$ cat config.mk
export PLATFORM = sky130hd
export DESIGN_NAME = serial_mag_comp
export DESIGN_NICKNAME = d
export VERILOG_FILES = /design/src/rtl/serial_comp_pkg.sv /design/src/rtl/two_bit_comp.sv /design/src/rtl/serial_mag_comp.sv
export SDC_FILE = /design/constraint.sdc
export NUM_CORES = 1
export LEC_CHECK = 0
export ABC_AREA = 1
export ABC_CLOCK_PERIOD_IN_PS = 4000
export CELL_PAD_IN_SITES_DETAIL_PLACEMENT = 1
export CELL_PAD_IN_SITES_GLOBAL_PLACEMENT = 2
export CORE_ASPECT_RATIO = 1.5
export CORE_UTILIZATION = 29
export DETAILED_ROUTE_END_ITERATION = 10
export GPL_ROUTABILITY_DRIVEN = 0
export PLACE_DENSITY_LB_ADDON = 0.2
export RECOVER_POWER = 25
export SLEW_MARGIN = 20
export SYNTH_ARGS = -nofsm -noshare
export SYNTH_HDL_FRONTEND = slang
export SYNTH_HIERARCHICAL = 1
export SYNTH_SLANG_ARGS = --single-unit
$ cat constraint.sdc
create_clock -name clock -period 4 [get_ports clock]
set_clock_uncertainty 0.2 [all_clocks]
set_input_delay 0.8 -clock clock [delete_from_list [all_inputs] [get_ports clock]]
set_output_delay 0.8 -clock clock [all_outputs]
set_load 0.05 [all_outputs]
$ cat src/rtl/serial_comp_pkg.sv
// Shared constants for the serial magnitude comparator.
//   CHUNK  : operand bits consumed per cycle (width of the comparator slice)
//   S_*    : FSM state encodings (2'b11 is unused and recovers to S_IDLE)
package serial_comp_pkg;

  localparam int unsigned CHUNK = 2;

  localparam logic [1:0] S_IDLE = 2'b00;
  localparam logic [1:0] S_RUN  = 2'b01;
  localparam logic [1:0] S_DONE = 2'b10;

endpackage

$ cat src/rtl/two_bit_comp.sv
// Two-bit magnitude comparator slice with chain inputs.
// Ports:
//   a_i, b_i   : 2-bit chunks of operands A and B
//   eq_prev_i  : more-significant chunks were all equal
//   gt_prev_i  : more-significant chunks already decided A > B
//   eq_o, gt_o : chained result including this chunk
// Once an earlier chunk has decided the comparison, the result passes through unchanged.
module two_bit_comp (
  input  logic [1:0] a_i,
  input  logic [1:0] b_i,
  input  logic       eq_prev_i,
  input  logic       gt_prev_i,
  output logic       eq_o,
  output logic       gt_o
);

  logic undecided;

  assign undecided = eq_prev_i & ~gt_prev_i;
  assign eq_o      = undecided & (a_i == b_i);
  assign gt_o      = (undecided & (a_i > b_i)) | (~eq_prev_i & gt_prev_i);

endmodule

$ cat src/rtl/serial_mag_comp.sv
// Multi-cycle magnitude comparator. Operands are shifted out MSB-first, CHUNK bits per cycle,
// through a single two_bit_comp slice whose EQ/GT outputs are registered and fed back as its
// chain inputs. Result appears a fixed WIDTH/CHUNK cycles after accept.
// Ports:
//   clock, reset         : rising-edge clock, synchronous active-low reset
//   in_valid, in_ready   : operand handshake (a, b latched on accept)
//   out_valid, out_ready : result handshake
//   eq, gt, lt           : one-hot result while out_valid, otherwise 0
// Build option: define SERIAL_MAG_COMP_SIGNED_EN for two's-complement compare (the operand
// sign bits are inverted in the first RUN cycle, i.e. offset-binary mapping).
module serial_mag_comp
  import serial_comp_pkg::*;
#(
  parameter int WIDTH = 32,
  parameter int CNTW  = 4
) (
  input  logic             clock,
  input  logic             reset,
  input  logic             in_valid,
  output logic             in_ready,
  input  logic [WIDTH-1:0] a,
  input  logic [WIDTH-1:0] b,
  output logic             out_valid,
  input  logic             out_ready,
  output logic             eq,
  output logic             gt,
  output logic             lt
);

  localparam logic [CNTW-1:0] CntInit = CNTW'(WIDTH / CHUNK - 1);

  logic [1:0]       state_q, state_d;
  logic             eq_q, eq_d;
  logic             gt_q, gt_d;
  logic [CNTW-1:0]  cnt_q, cnt_d;
  logic [WIDTH-1:0] sa_q, sa_d;
  logic [WIDTH-1:0] sb_q, sb_d;

  logic [1:0] chunk_a, chunk_b;
  logic       slice_eq, slice_gt;

  always_comb begin
    chunk_a = sa_q[WIDTH-1 -: CHUNK];
    chunk_b = sb_q[WIDTH-1 -: CHUNK];
`ifdef SERIAL_MAG_COMP_SIGNED_EN
    // Flipping the sign bits maps two's complement onto offset binary for the unsigned slice.
    if (cnt_q == CntInit) begin
      chunk_a[1] = ~chunk_a[1];
      chunk_b[1] = ~chunk_b[1];
    end
`endif
  end

  two_bit_comp u_slice (
    .a_i       (chunk_a),
    .b_i       (chunk_b),
    .eq_prev_i (eq_q),
    .gt_prev_i (gt_q),
    .eq_o      (slice_eq),
    .gt_o      (slice_gt)
  );

  always_comb begin
    state_d = state_q;
    eq_d    = eq_q;
    gt_d    = gt_q;
    cnt_d   = cnt_q;
    sa_d    = sa_q;
    sb_d    = sb_q;
    case (state_q)
      S_IDLE: begin
        if (in_valid) begin
          sa_d    = a;
          sb_d    = b;
          eq_d    = 1'b1;
          gt_d    = 1'b0;
          cnt_d   = CntInit;
          state_d = S_RUN;
        end
      end
      S_RUN: begin
        eq_d  = slice_eq;
        gt_d  = slice_gt;
        sa_d  = sa_q << CHUNK;
        sb_d  = sb_q << CHUNK;
        cnt_d = cnt_q - CNTW'(1);
        if (cnt_q == '0) state_d = S_DONE;
      end
      S_DONE: begin
        if (out_ready) state_d = S_IDLE;
      end
      default: state_d = S_IDLE;
    endcase
  end

  always_ff @(posedge clock) begin
    if (!reset) begin
      state_q <= S_IDLE;
      eq_q    <= 1'b0;
      gt_q    <= 1'b0;
      cnt_q   <= '0;
      sa_q    <= '0;
      sb_q    <= '0;
    end else begin
      state_q <= state_d;
      eq_q    <= eq_d;
      gt_q    <= gt_d;
      cnt_q   <= cnt_d;
      sa_q    <= sa_d;
      sb_q    <= sb_d;
    end
  end

  assign in_ready  = (state_q == S_IDLE);
  assign out_valid = (state_q == S_DONE);
  assign eq        = out_valid & eq_q;
  assign gt        = out_valid & gt_q;
  assign lt        = out_valid & ~eq_q & ~gt_q;

endmodule

# Yosys cells after proc, flatten, opt, wreduce, memory -nomap -nowiden
# Cells that the tools add are included.
# classes
add_sub_neg	1
magnitude_cmp	1
n_eq_ne	6
mux	14
n_bitwise	11
reduce_logical	5
# ops
cell	n
$pmux W32 S2	2
$mux W32	2
$and A1 B1 Y1	8
$pmux W4 S2	1
$mux W2	3
$pmux W2 S3	1
$logic_not A4 Y1	1
$mux W4	1
$ne A2 B2 Y1 const B	2
$pmux W1 S2	2
$sub A4 B1 Y4 const B	1
$reduce_and A3 Y1	1
$eq A2 B1 Y1 const B	1
$eq A2 B2 Y1	1
$eq A2 B2 Y1 const B	1
$gt A2 B2 Y1	1
$logic_not A2 Y1	1
$mux W1	2
$ne A2 B1 Y1 const B	1
$not A1 Y1	2
$reduce_and A2 Y1	1
$reduce_bool A2 Y1	1
$or A1 B1 Y1	1
# word_totals
reg_bits	72
inputBits	68
out_inout_bits	5

# Depth between registers and ports, before layout
# Gate-level depths: netlist of the first run.
# logic_depth
ltp_word	5
depth_mapped	9

# Hierarchy
# The synthesis of the first run kept the hierarchy.
# by_module_without_submodules
module	instances	cells_each	area_per_inst_um2	seq_area_each_um2
serial_mag_comp	1	560	3523.4	1441.4
two_bit_comp	1	17	83.8	0.0

# Worst setup path before layout of the first run
# No wires, ideal clock.
# synth_timing
path_kind	flip-flop to output port
startpoint	register state_q[1]
endpoint	output lt
arrival_time_ns	2.333
required_time_ns	3.000
setup_slack_ns	0.667
stages_incl_launch_ff	5
n_path_buf	0
cell_sequence	dfxtp_1 -> inv_2 -> nor2_1 -> inv_1 -> nor3_1
# synth_via
elab_chain_cells	3
# synth_lines
element	line_no	text
from (decl)	serial_mag_comp.sv:32	logic [1:0] state_q, state_d;
from (signal assigned)	serial_mag_comp.sv:105	state_q <= state_d;
$eq A2 B2 Y1	serial_mag_comp.sv:115	assign out_valid = (state_q == S_DONE);
via out_valid	serial_mag_comp.sv:23	output logic out_valid,
$and A1 B1 Y1 (2 in series)	serial_mag_comp.sv:118	assign lt = out_valid & ~eq_q & ~gt_q;
to (decl)	serial_mag_comp.sv:27	output logic lt
# The timed path passes the listed nets, and every way through them passes these cells.

# Worst setup path after layout of the first run
# layout_timing
startpoint	register state_q[1]
endpoint	output lt
# layout_via
elab_chain_cells	3
# layout_lines
element	line_no
$eq A2 B2 Y1	serial_mag_comp.sv:115
$and A1 B1 Y1 (2 in series)	serial_mag_comp.sv:118
# No other way between the ends.

==> impl_results.md, run 1 <==
- Initial antenna violation count: 0
- Postcts setup bufs: 0
- WL final: 10670 µm
- Worst Path Required: 3.00 ns
- Register bit count reported by yosys: 72
- Fin. Hold Viols: 0
- Logic pwr share: 0.208
- H-tree Lvls: 3
- Sequential share of power: 0.393
- Dpl hpwl: 6778 µm
- Period Utilization, post-route: 0.7573
- Clock transition at path regs: 0.06 ns
- Cell Count, Final, Fillers Out: 785
- Post-synth EDFFs: 0
- Async S/R FF share, synth: 0
- Max-cap violations: 0
- Crit end category: output port
- Final Setup Violations: 0
- Commonest cells in the netlist: 144 x nand2_1, 144 x nand3_1, 78 x inv_1
- Die height: 138.6 µm
- Post-synth top flop: dfxtp_1
- Die W: 93.06 µm
- Syn. warnings: 6
- Net load switching power: between 500 and 600 µW
- Root buffer cell: clkbuf_16
- Max-slew headroom: 0.1266
- Cell area after layout: about 4700 µm²
- Max Root-Sink Buffers: 2
- Setup TNS: 0 ns
- Reg2Reg Setup Slack: around 1.6 ns
- Arrival @ worst endpoint: 2.03 ns
- Initial Util: 0.2987
- Ports: between 70 and 80
- Inserted Diodes: 0
- Drt drc: 0
- Worst Hold End: sa_q[1]
- Synthesis-to-layout area growth: 30.04%
- Vias in the first global route: 3648
- Total Power: 2.084 mW
- Share of cells above drive strength 1: 0.04272
- Hold buffer count at CTS: 0
- Sw Share: 0.2852
- Fin Hold WS: 0.2863 ns
- Cell area power density: 444.3 nW/µm²
- Drt via density: 4.744
- Pin count of the biggest net entering global routing: 63
- Max Slew Vio Count: 0
- Worst reg2reg endpoint: gt_q
- R2R cell count: 8
- Inst Count DP: 770
- Syn avg cell area: between 6 and 7 µm²
- Tmin final: 3.029 ns
- First-pass GRT wire length: 17770 µm
- Run status: completed
- Core area: ~12000 µm²
- GRT Total Usage: 0.1749
- Drt pass-1 iters: 4
- Worst setup SP type: register
- Final ANT Viol Nets: 0
- DR WL/cell: 13.60 µm
- Synth area leaders: dfxtp_1 40%, nand3_1 20%, nand2_1 15%, inv_1 8.1%, nor2_1 7.8%
- HP Class: register to register
- Clock Sinks: roughly 70
- Cell area after placement: around 4400 µm²
- Distinct cells, synth: 19
- PostCTS Resize Cnt: 0
- Crit-path max FO: 3
- Hold depth: 2
- Worst-Skew Late Latency: 0.33 ns
- Gate Count Post-Synth: about 580
- Initial drt markers: 121
- Tightest Pin Transition: 1.310 ns
- Syn nets: 648
- Kind of critical path: register to output port
- Die area: 12900 µm²
- Site row count: 49
- Clock share of power: 0.398
- Final net count: 699
- IO Port Bufs: 72
- GR Overflow Total: 0
- Yosys top cell area share: 0.3996
- Internal power: 1.490 mW
- Routed vias: about 3.7k
- Fillers: 1559
- Worst R2R Start: state_q[1]
- Synth Cell Area: 3607 µm²
- Setup crit start: state_q[1]
- Static Leak: ~2.3 nW
- Max VDD drop: 0.2277 mV
- Max Freq: approximately 330 MHz
- Startpoint of the worst hold path: sa_q[1]
- Sequential cell area fraction in the yosys report: 0.3996
- Inserted Clock Buffers: 9
- CTS tree: done
- Unrepaired setup endpoints after global routing: no
- Synth area leader: dfxtp_1
power groups by stage:
stage / sequential [mW] / combinational, mW / clock [mW]
after floorplan: 0.824 / 0.295 / 0
after global placement: 0.833 / 0.435 / 0
after detailed placement: 0.835 / 0.445 / 0
after CTS: 0.820 / 0.448 / 0.859
after global routing: 0.829 / 0.495 / 0.885
final: 0.820 / 0.434 / 0.830
flip-flops by register name, indices dropped and copies added (netlist names):
register / cells
cnt_q: 4
gt_q: 1
state_q: 2
sa_q: 32
eq_q: 1
sb_q: 32
layout by cell type, fill, tap and decap left out, types with 5 or more instances in the layout:
master and instances:
nand2_1 144, nand3_1 144, inv_1 77, nor2_1 74
dfxtp_1 72, clkdlybuf4s50_1 70, a21oi_1 12, clkbuf_16 9
buf_4 5
cells by family after synthesis:
| logic type | Yosys count | share of synthesized area |
|---|---|---|
| buffers and inverters | 119 | 0.1332 |
| adders and majority gates | 3 | 0.01041 |
| and+or+nand+nor | 368 | 0.4360 |
| DFF | 72 | 0.3996 |
| AOI/OAI and AO/OA | 15 | 0.02081 |
critical path, cell delays in order, from the launching register on:
cell and delay (ns):
dfxtp_1 0.45, inv_2 0.09, nor2_1 0.12, inv_1 0.08, nor3_1 0.13, clkdlybuf4s50_1 0.82
through the flow:
step / worst slack, ns / util
floorplan: 0.6671 / -
global placement: 1.350 / 0.3638
detailed placement: 1.298 / 0.3638
CTS: 0.9357 / 0.3889
global route: 0.8265 / 0.3884
finish: 0.9709 / 0.3884
how the worst max path moves through the flow:
stage / slack [ns] / depth (start not counted) / to
after floorplan: 0.67 / 4 / lt
after global placement: 1.35 / 5 / lt
after detailed placement: 1.30 / 5 / lt
after CTS: 0.94 / 5 / lt
after global routing: 0.83 / 5 / lt
final: 0.97 / 5 / lt
area by class of cell:
cell class | count | area, µm² | share of cell area
clock buffer | 11 | 232.7 | 0.04961
clock inverter | 4 | 70.07 | 0.01494
inverter | 80 | 300.3 | 0.06402
multi-input combinational | 386 | 1698 | 0.3620
sequential | 72 | 1441 | 0.3073
tap | 153 | 191.4 | 0.04081
timing repair buffer | 79 | 757.0 | 0.1614
per-layer routing:
layer | GRT usage | up-vias | part of all wire
li1 | - | 1888 | -
met1 | 0.2145 | 1772 | 0.45
met2 | 0.3069 | 54 | 0.51
met3 | 0.02686 | 10 | 0.028
met4 | 0.05911 | 0 | 0.013
met5 | 0 | - | 0
(Power assumes the default switching activity.)
==> run 2, diff against run 1 <==
- ABC_CLOCK_PERIOD_IN_PS: 4000 -> 2750
- CORE_UTILIZATION: 29 -> 24
- clock period: 4 -> 2.75 ns (I/O delays scaled with it)
==> run 2 against run 1 <==
Effect of this change:
- worst setup slack got worse by 0.81 ns
- utilization decreased by 6.3 points
- combinational power increased by 49%
- critical path depth decreased by 2
- non-clock buffer count increased by 3
- largest power group is now sequential cells
- first-iteration DRC count decreased by 16%
- power increased by 41%
- register-to-register slack got worse by 1.2 ns
- sequential share of layout area decreased by 0.36 points
- die area increased by 20%
- cell area increased by 1.2%
- count of clock-buffer cells in the layout increased by 3
==> impl_results.md, run 2 (synthesis results as in run 1) <==
- Run status: completed
- CP Cell Sequence: inv_1, nor2_1, clkdlybuf4s50_1
- Crit-path max cell delay: 0.82 ns
- Static Leak: 2.278 nW
- Most frequent cells in the layout: 144 x nand2_1, 144 x nand3_1, 79 x inv_1, 74 x nor2_1, 72 x dfxtp_1
- Worst setup SP type: register
- Fin Hold WS: 0.2853 ns
- Fin. Hold Viols: 0
- Post-place setup slack: 0.5238 ns
- Initial antenna violation count: 0
- Site row count: 54
- Final Setup Violations: 0
- Clock Sinks: approximately 70
- Tightest Pin Transition: between 1 and 1.5 ns
- Vias in the first global route: 3818
- HP Class: register to register
- Hold buffer count at CTS: 0
- Post-route setup slack: 0.1622 ns
- Synthesis-to-layout area growth: 31.56%
- Arrival @ worst endpoint: 1.84 ns
- Hold depth: 2
- Clock share of power: 0.373
- Postcts setup bufs: 0
- PostCTS Resize Cnt: 0
- Net load switching power: 872.6 µW
- Ports: 73
- Pin count of the biggest net entering global routing: 67
- First-pass GRT wire length: ~18000 µm
- Max Slew Vio Count: 0
- Total Power: 2.936 mW
- Max-slew headroom: 0.1836
- GR Overflow Total: 0
- Crit end category: output port
- DR WL/cell: 13.56 µm
- R2R cell count: 7
- Drt via density: roughly 4.4
- Unrepaired setup endpoints after global routing: no
- Cell area power density: 618.6 nW/µm²
- Crit-path max FO: 3
- Max-cap violations: 0
- Routed vias: 3692
- Share of cells above drive strength 1: 0.05047
- Die area: 15530 µm²
- Inserted Clock Buffers: 9
- H-tree Lvls: 3
- Initial drt markers: 102
- Dpl hpwl: just over 7000 µm
- Final net count: about 700
- Clock transition at path regs: approximately 0.050 ns
- Setup TNS: 0 ns
- Sw Share: 0.2972
- Die W: 102.1 µm
- Root buffer cell: clkbuf_16
- Kind of critical path: register to output port
- Worst path slowest cell: clkdlybuf4s50_1
- Max VDD drop: ~0.30 mV
- Core area: 14590 µm²
- CTS tree: done
- GRT Total Usage: 0.1523
- Max Freq: 386.4 MHz
- Inserted Diodes: 0
- Die height: 152.2 µm
- Regs by FF count: sa_q (32), sb_q (32), cnt_q (4)
- Internal power: 2.063 mW
- Initial Util: 0.2472
- Worst-Skew Late Latency: between 0.3 and 0.4 ns
- WL final: 11250 µm
- Tmin final: 2.588 ns
- Worst Path Required: about 2.0 ns
- Drt drc: 0
- Max Root-Sink Buffers: 2
- Logic pwr share: 0.220
- Drt pass-1 iters: 4
- IO Port Bufs: 72
- Sequential share of power: 0.407
- Period Utilization, post-route: 0.9410
- Final ANT Viol Nets: 0
## run 2: layout make-up
type                            instances  area [µm²]
Clock buffer                           14       274.0
Tap cell                              196       245.2
Timing Repair Buffer                   82       782.0
Inverter                               80       300.3
Multi-Input combinational cell        386        1703
Fill cell                            1892        9848
Sequential cell                        72        1441
## run 2: final timing paths
path / from / to / slack [ns]
setup reg to reg: state_q[1] / gt_q / 0.43
setup / recovery: state_q[1] / out_valid / 0.16
hold / removal: sa_q[1] / sa_q[1] / 0.29
hold reg to reg: sa_q[1] / sa_q[1] / 0.29
## run 2: power groups by stage
stage | Sequential, mW | Combinational, mW | Clock, mW
global placement | 1.21 | 0.661 | 0
detailed placement | 1.22 | 0.673 | 0
floorplan | 1.20 | 0.430 | 0
global route | 1.21 | 0.739 | 1.18
CTS | 1.19 | 0.676 | 1.14
finish | 1.19 | 0.647 | 1.10
## run 2: stage by stage
stage | utilization | std cells | area (µm²)
final | 0.3252 | 830 | 4746
after global routing | 0.3252 | 830 | 4746
after CTS | 0.3265 | 830 | 4765
after detailed placement | 0.3077 | 816 | 4491
after global placement | 0.3077 | 816 | 4491
after floorplan | - | 577 | 3612
## run 2: worst max-delay path, delay by kind of cell, from the launching register on
kind | cells | cell delay (ns)
and+or+nand+nor | 1 | 0.14
buffers and inverters | 2 | 0.94
DFF | 1 | 0.43
## run 2: layer usage
layer | up-vias | track usage | part of all wire
met1 | 1726 | 0.1666 | 0.43
met4 | 0 | 0.05714 | 0.017
met5 | - | 0 | 0
met2 | 57 | 0.2860 | 0.53
met3 | 13 | 0.02248 | 0.026
li1 | 1896 | - | -
